==> config.mk <==
export PLATFORM = sky130hd
export DESIGN_NAME = smart_parking_ctrl
export DESIGN_NICKNAME = d
export VERILOG_FILES = /design/src/rtl/smart_parking_pkg.sv /design/src/rtl/parking_timer.sv /design/src/rtl/smart_parking_ctrl.sv
export SDC_FILE = /design/constraint.sdc
export NUM_CORES = 1
export LEC_CHECK = 0
export ABC_AREA = 1
export ABC_CLOCK_PERIOD_IN_PS = 2900
export CORE_MARGIN = 2
export CORE_UTILIZATION = 53
export CTS_BUF_LIST = sky130_fd_sc_hd__clkbuf_16
export CTS_CLUSTER_SIZE = 25
export DETAILED_ROUTE_END_ITERATION = 8
export PLACE_DENSITY_LB_ADDON = 0.12
export RECOVER_POWER = 100
export SYNTH_ARGS = -nofsm -noshare
export SYNTH_HDL_FRONTEND = slang
export SYNTH_SLANG_ARGS = --single-unit
==> constraint.sdc <==
create_clock -name clk -period 2.9 [get_ports clk]
set_clock_uncertainty 0.15 [all_clocks]
set_input_delay 0.58 -clock clk [delete_from_list [all_inputs] [get_ports clk]]
set_output_delay 0.58 -clock clk [all_outputs]
set_load 0.01 [all_outputs]
==> src/rtl/smart_parking_pkg.sv <==
// Shared types and default constants for the multi-slot parking entry controller.
package smart_parking_pkg;

  typedef enum logic [2:0] {
    IDLE,
    WAIT,
    BADPW,
    GRANT,
    STOP,
    REJECT,
    LOCK
  } state_t;

  localparam int             DEF_PASS_W      = 4;
  localparam logic [3:0]     DEF_PASSWORD    = 4'b1011;
  localparam int             DEF_CAPACITY    = 8;
  localparam int             DEF_MAX_TRIES   = 3;
  localparam int             DEF_WAIT_CYCLES = 16;
  localparam int             DEF_LOCK_CYCLES = 64;
  localparam int             DEF_BLINK_DIV   = 4;

  function automatic int cnt_w(input int max_val);
    return (max_val < 1) ? 1 : $clog2(max_val + 1);
  endfunction

  function automatic int max3(input int a, input int b, input int c);
    int m;
    m = (a > b) ? a : b;
    return (m > c) ? m : c;
  endfunction

  // A state timed for N cycles loads N-1, since the zero cycle itself still counts.
  function automatic int load_val(input int cycles);
    return (cycles > 1) ? cycles - 1 : 0;
  endfunction

endpackage

==> src/rtl/parking_timer.sv <==
// Loadable saturating down-counter with a zero flag; shared by all timed states.
module parking_timer #(
  parameter int W = 7
) (
  input  logic         clk,
  input  logic         reset,
  input  logic         load,
  input  logic [W-1:0] load_val,
  output logic         zero
);

  logic [W-1:0] count_q, count_d;

  always_comb begin
    count_d = count_q;
    if (load) begin
      count_d = load_val;
    end else if (count_q != '0) begin
      count_d = count_q - W'(1);
    end
  end

  always_ff @(posedge clk or negedge reset) begin
    if (!reset) begin
      count_q <= '0;
    end else begin
      count_q <= count_d;
    end
  end

  assign zero = (count_q == '0);

endmodule

==> src/rtl/smart_parking_ctrl.sv <==
// Car-park entry controller: password-gated entry with retry lockout, tailgate
// detection and occupancy tracking. All panel outputs are registered.
module smart_parking_ctrl
  import smart_parking_pkg::*;
#(
  parameter int                PASS_W      = DEF_PASS_W,
  parameter logic [PASS_W-1:0] PASSWORD    = PASS_W'(DEF_PASSWORD),
  parameter int                CAPACITY    = DEF_CAPACITY,
  parameter int                MAX_TRIES   = DEF_MAX_TRIES,
  parameter int                WAIT_CYCLES = DEF_WAIT_CYCLES,
  parameter int                LOCK_CYCLES = DEF_LOCK_CYCLES,
  parameter int                BLINK_DIV   = DEF_BLINK_DIV
) (
  input  logic                           clk,
  input  logic                           reset,
  input  logic                           frontsensor,
  input  logic                           backsensor,
  input  logic                           exitsensor,
  input  logic [PASS_W-1:0]              password,
  input  logic                           password_valid,
  output logic                           GREENLED,
  output logic                           REDLED,
  output logic                           gate_open,
  output logic                           full,
  output logic                           lockout,
  output logic [cnt_w(CAPACITY)-1:0]     occupancy
);

  localparam int CNT_W = cnt_w(CAPACITY);
  localparam int TRY_W = cnt_w(MAX_TRIES);
  localparam int TMR_W = cnt_w(max3(WAIT_CYCLES, LOCK_CYCLES, BLINK_DIV));

  localparam logic [TMR_W-1:0] WAIT_LOAD  = TMR_W'(load_val(WAIT_CYCLES));
  localparam logic [TMR_W-1:0] LOCK_LOAD  = TMR_W'(load_val(LOCK_CYCLES));
  localparam logic [TMR_W-1:0] BLINK_LOAD = TMR_W'(load_val(BLINK_DIV));

  state_t             state_q, state_d;
  logic [TRY_W-1:0]   tries_q, tries_d;
  logic [CNT_W-1:0]   occ_q, occ_d;
  logic               exit_prev_q;
  logic               blink_q, blink_d;
  logic               green_q, green_d;
  logic               red_q, red_d;
  logic               gate_q, gate_d;
  logic               lock_q, lock_d;

  logic               tmr_load;
  logic [TMR_W-1:0]   tmr_val;
  logic               tmr_zero;
  logic               pw_match, pw_bad;
  logic               park_done;
  logic               exit_rise, occ_inc, occ_dec;

  parking_timer #(
    .W(TMR_W)
  ) u_timer (
    .clk      (clk),
    .reset    (reset),
    .load     (tmr_load),
    .load_val (tmr_val),
    .zero     (tmr_zero)
  );

  assign pw_match = password_valid && (password == PASSWORD);
  assign pw_bad   = password_valid && (password != PASSWORD);
  assign full     = (occ_q == CNT_W'(CAPACITY));

  always_comb begin
    state_d   = state_q;
    tries_d   = tries_q;
    blink_d   = blink_q;
    tmr_load  = 1'b0;
    tmr_val   = '0;
    park_done = 1'b0;

    case (state_q)
      IDLE: begin
        if (frontsensor) begin
          if (full) begin
            state_d = REJECT;
          end else begin
            state_d = WAIT;
            tries_d = '0;
          end
        end
      end
      WAIT, BADPW: begin
        if (pw_match) begin
          state_d = GRANT;
        end else if (pw_bad) begin
          tries_d  = tries_q + TRY_W'(1);
          tmr_load = 1'b1;
          state_d  = ((tries_q + TRY_W'(1)) == TRY_W'(MAX_TRIES)) ? LOCK : BADPW;
        end else if (tmr_zero || !frontsensor) begin
          state_d = IDLE;
        end
      end
      GRANT: begin
        if (backsensor) begin
          if (frontsensor) begin
            state_d = STOP;
            blink_d = 1'b1;
          end else begin
            state_d   = IDLE;
            park_done = 1'b1;
          end
        end
      end
      STOP: begin
        if (pw_match) begin
          state_d = GRANT;
        end else if (tmr_zero) begin
          blink_d  = !blink_q;
          tmr_load = 1'b1;
        end
      end
      REJECT: begin
        if (!frontsensor || !full) begin
          state_d = IDLE;
        end
      end
      LOCK: begin
        if (tmr_zero) begin
          state_d = IDLE;
          tries_d = '0;
        end
      end
      default: begin
        state_d = IDLE;
      end
    endcase

    // Every state entry restarts the shared timer with that state's duration.
    if (state_d != state_q) begin
      tmr_load = 1'b1;
    end
    case (state_d)
      WAIT, BADPW: tmr_val = WAIT_LOAD;
      LOCK:        tmr_val = LOCK_LOAD;
      STOP:        tmr_val = BLINK_LOAD;
      default:     tmr_val = '0;
    endcase
  end

  always_comb begin
    green_d = (state_d == GRANT);
    gate_d  = (state_d == GRANT);
    lock_d  = (state_d == LOCK);
    red_d   = (state_d == BADPW) || (state_d == REJECT) || (state_d == LOCK) ||
              ((state_d == STOP) && blink_d);
  end

  // A simultaneous park and exit cancel out; the guards keep the count in range.
  always_comb begin
    exit_rise = exitsensor && !exit_prev_q;
    occ_inc   = park_done && (occ_q != CNT_W'(CAPACITY));
    occ_dec   = exit_rise && (occ_q != '0);
    occ_d     = occ_q;
    if (occ_inc && !occ_dec) begin
      occ_d = occ_q + CNT_W'(1);
    end else if (occ_dec && !occ_inc) begin
      occ_d = occ_q - CNT_W'(1);
    end
  end

  always_ff @(posedge clk or negedge reset) begin
    if (!reset) begin
      state_q     <= IDLE;
      tries_q     <= '0;
      occ_q       <= '0;
      exit_prev_q <= 1'b0;
      blink_q     <= 1'b0;
      green_q     <= 1'b0;
      red_q       <= 1'b0;
      gate_q      <= 1'b0;
      lock_q      <= 1'b0;
    end else begin
      state_q     <= state_d;
      tries_q     <= tries_d;
      occ_q       <= occ_d;
      exit_prev_q <= exitsensor;
      blink_q     <= blink_d;
      green_q     <= green_d;
      red_q       <= red_d;
      gate_q      <= gate_d;
      lock_q      <= lock_d;
    end
  end

  assign GREENLED  = green_q;
  assign REDLED    = red_q;
  assign gate_open = gate_q;
  assign lockout   = lock_q;
  assign occupancy = occ_q;

endmodule

==> impl_metrics.env <==
export IMPL_status="complete, no violations"
export IMPL_synth_main_ff_cell="dfrtp_1"
export IMPL_finalHoldViolCount=0
export IMPL_cts_sinks=21
export IMPL_synth_largest_area_cell="dfrtp_1"
export IMPL_rsz0062_at_grt="no"
export IMPL_ant_nets=0
export IMPL_synth_cells=195
export IMPL_yosys_area_share_adder_pct=6.47
export IMPL_setup_slack_ps=270
export IMPL_power_density_mw_per_mm2=1170
export IMPL_p_int_mw=1.09
export IMPL_layout_drive_gt1_share_pct=14.5
export IMPL_cap_violations=0
export IMPL_fmax_mhz=380
export IMPL_comb_power_share_pct=57.5
export IMPL_die_w_um=56.6
export IMPL_yosys_cell_types_count=29
export IMPL_swShare_pct=47.0
export IMPL_yosys_area_share_simple_pct=38.4
export IMPL_hp_class="reg2reg"
export IMPL_irDropWorstVdd_mv=0.855
export IMPL_drv_slew=0
export IMPL_synth_top_family_by_area="simple AND/OR/NAND/NOR gates"
export IMPL_grt_pass1_vias=1349
export IMPL_r2r_cells=14
export IMPL_clk_pin_slew_worst_paths_ps=60
export IMPL_antenna_found_initial=0
export IMPL_period_needed_ps=2630
export IMPL_holdPathStages=1
export IMPL_grt_ovfl_total=0
export IMPL_num_rows=19
export IMPL_async_reset_ff_share_pct=100
export IMPL_drc_errors=0
export IMPL_synthMuxAreaShare_pct=0
export IMPL_fin_hold_ws_ps=376
export IMPL_cp_max_fo=3
export IMPL_post_cts_buffers=0
export IMPL_syn_area_mm2=0.00147
export IMPL_start_util_pct=54.7
export IMPL_io_buffers=18
export IMPL_numCtsBuffers=3
export IMPL_grt_pass1_wl_um=5690
export IMPL_synth_xor_area_share_pct=4.17
export IMPL_nets=238
export IMPL_die_area_mm2=0.00321
export IMPL_clk_path_buf_depth=2
export IMPL_leakagePower_nw=0.898
export IMPL_ys_warn_count=0
export IMPL_final_common_cell="nand2_1"
export IMPL_p_clk_share_pct=14.5
export IMPL_synth_compound_area_share_pct=7.24
export IMPL_cts_root_buf="clkbuf_16"
export IMPL_setup_violations=0
export IMPL_final_cell_mix="42 x nand2_1, 25 x inv_1, 25 x nor2_1"
export IMPL_via_count=1317
export IMPL_hpwlAfterDp_um=2450
export IMPL_required_ps=2890
export IMPL_worst_pin_slew_ps=1120
export IMPL_drt_first_pass_iters=4
export IMPL_ios=19
export IMPL_cts_hold_repair_buffers=0
export IMPL_synth_top_cell_area_share_pct=35.8
export IMPL_seqPwrFrac_pct=28.0
export IMPL_ctsHtreeMaxLevel=1
export IMPL_grt_max_degree=22
export IMPL_seq_area_frac_synth_pct=35.8
export IMPL_worstSetupEndpointType="flip-flop"
export IMPL_nFillCells=254
export IMPL_wirelength_um=3160
export IMPL_power_mw=2.05
export IMPL_crit_path_start_kind="input pin"
export IMPL_wl_per_cell_um=12.6
export IMPL_area_delta_synth_final_pct=19.6
export IMPL_cp_arrival_ps=2620
export IMPL_ys_ff_latch=21
export IMPL_grt_usage_pct=22.1
export IMPL_synth_fp_nets=212
export IMPL_gp_congestion=0.848
export IMPL_num_antenna_cells=0
export IMPL_cts_tree="yes"
export IMPL_viasPerCell=5.25
export IMPL_synth_area_top_cells="dfrtp_1 36%, nand2_1 10%, inv_1 6.4%"
export IMPL_p_switching_mw=0.965
export IMPL_core_area_mm2=0.00269
export IMPL_clkLatencyLatePin_ps=250
export IMPL_maxSlewHeadroom_pct=25.5
export IMPL_avgSynthCellArea_um2=7.53
export IMPL_pre_cts_ws_ps=-6.01
export IMPL_period_share_pct=90.7
export IMPL_critical_path_class="in2reg"
export IMPL_chipHeight_um=56.6
export IMPL_cts_resized_gates=0
export IMPL_synth_edff_count=0
export IMPL_drtIter0Drc=39
export IMPL_r2r_setup_slack_ps=290
## sequential cells by signal (all words and copies together), names as in the netlist
signal,cells
occupancy,4
state_q,3
REDLED,1
tries_q,2
lockout,1
exit_prev_q,1
gate_open,1
blink_q,1
u_timer.count_q,7
## worst max-delay path: stages
cell,delay [ps]
clkdlybuf4s50_1,490
nand2_1,70
nor3_1,170
ha_1,200
inv_1,90
ha_1,320
nand2_1,80
nor2_1,40
a211oi_1,230
nor2_1,70
nor2_1,90
nand2_1,70
xnor2_1,120
## cells by family after synthesis
| kind of cell | after synthesis |
|---|---|
| simple gates | 112 |
| compound gates | 18 |
| fa+ha+maj | 7 |
| flops | 21 |
| xor+xnor | 7 |
| buf+inv | 30 |
## final cells by class
cell class	count	area (um^2)	share of cell area [%]
multi-input combinational	144	797	45.4
sequential	21	526	29.9
timing repair buffer	22	206	11.8
inverter	29	109	6.20
clock buffer	3	75.1	4.27
tap	31	38.8	2.21
clock inverter	1	5.00	0.285
## stage by stage
step	TNS (ps)	area (um^2)	std cells	util (%)
floorplan	0	1470	195	-
global placement	0	1710	247	63.7
detailed placement	-6.01	1710	247	63.7
CTS	0	1790	251	66.7
global route	0	1760	251	65.4
finish	0	1760	251	65.4
## power by group through the flow
stage                     Combinational (mW)  Sequential, mW  Clock, mW
after floorplan                        0.910           0.568          0
after global placement                  1.19           0.571          0
after detailed placement                1.22           0.578          0
after CTS                               1.24           0.576      0.297
after global routing                    1.34           0.593      0.311
final                                   1.18           0.574      0.299
## worst paths after layout
path	start	endpoint
hold / removal	occupancy[3]$_DFFE_PN0P_	occupancy[3]$_DFFE_PN0P_
max in group asynchronous	reset	exit_prev_q$_DFF_PN0_
setup reg to reg	state_q[1]$_DFF_PN0_	occupancy[3]$_DFFE_PN0P_
hold reg to reg	occupancy[3]$_DFFE_PN0P_	occupancy[3]$_DFFE_PN0P_
setup / recovery	backsensor	occupancy[3]$_DFFE_PN0P_
min in group asynchronous	reset	state_q[0]$_DFF_PN0_
## cell usage after synthesis, drive strengths merged (2+ instances only)
cell   instances
nor3           4
nand2         51
a21oi          5
nand3         20
ha             6
xor2           2
o21ai          8
dfrtp         21
xnor2          5
nand4          2
inv           29
nor2          33
## metal layers
| metal | vias to the layer above | GRT usage, % | wire length, um |
|---|---|---|---|
| li1 | 671 | - | - |
| met5 | - | 0 | 0 |
| met3 | 2 | 3.69 | 101 |
| met1 | 619 | 27.0 | 1450 |
| met2 | 25 | 41.5 | 1600 |
| met4 | 0 | 2.72 | 6 |
(Power assumes the default switching activity.)
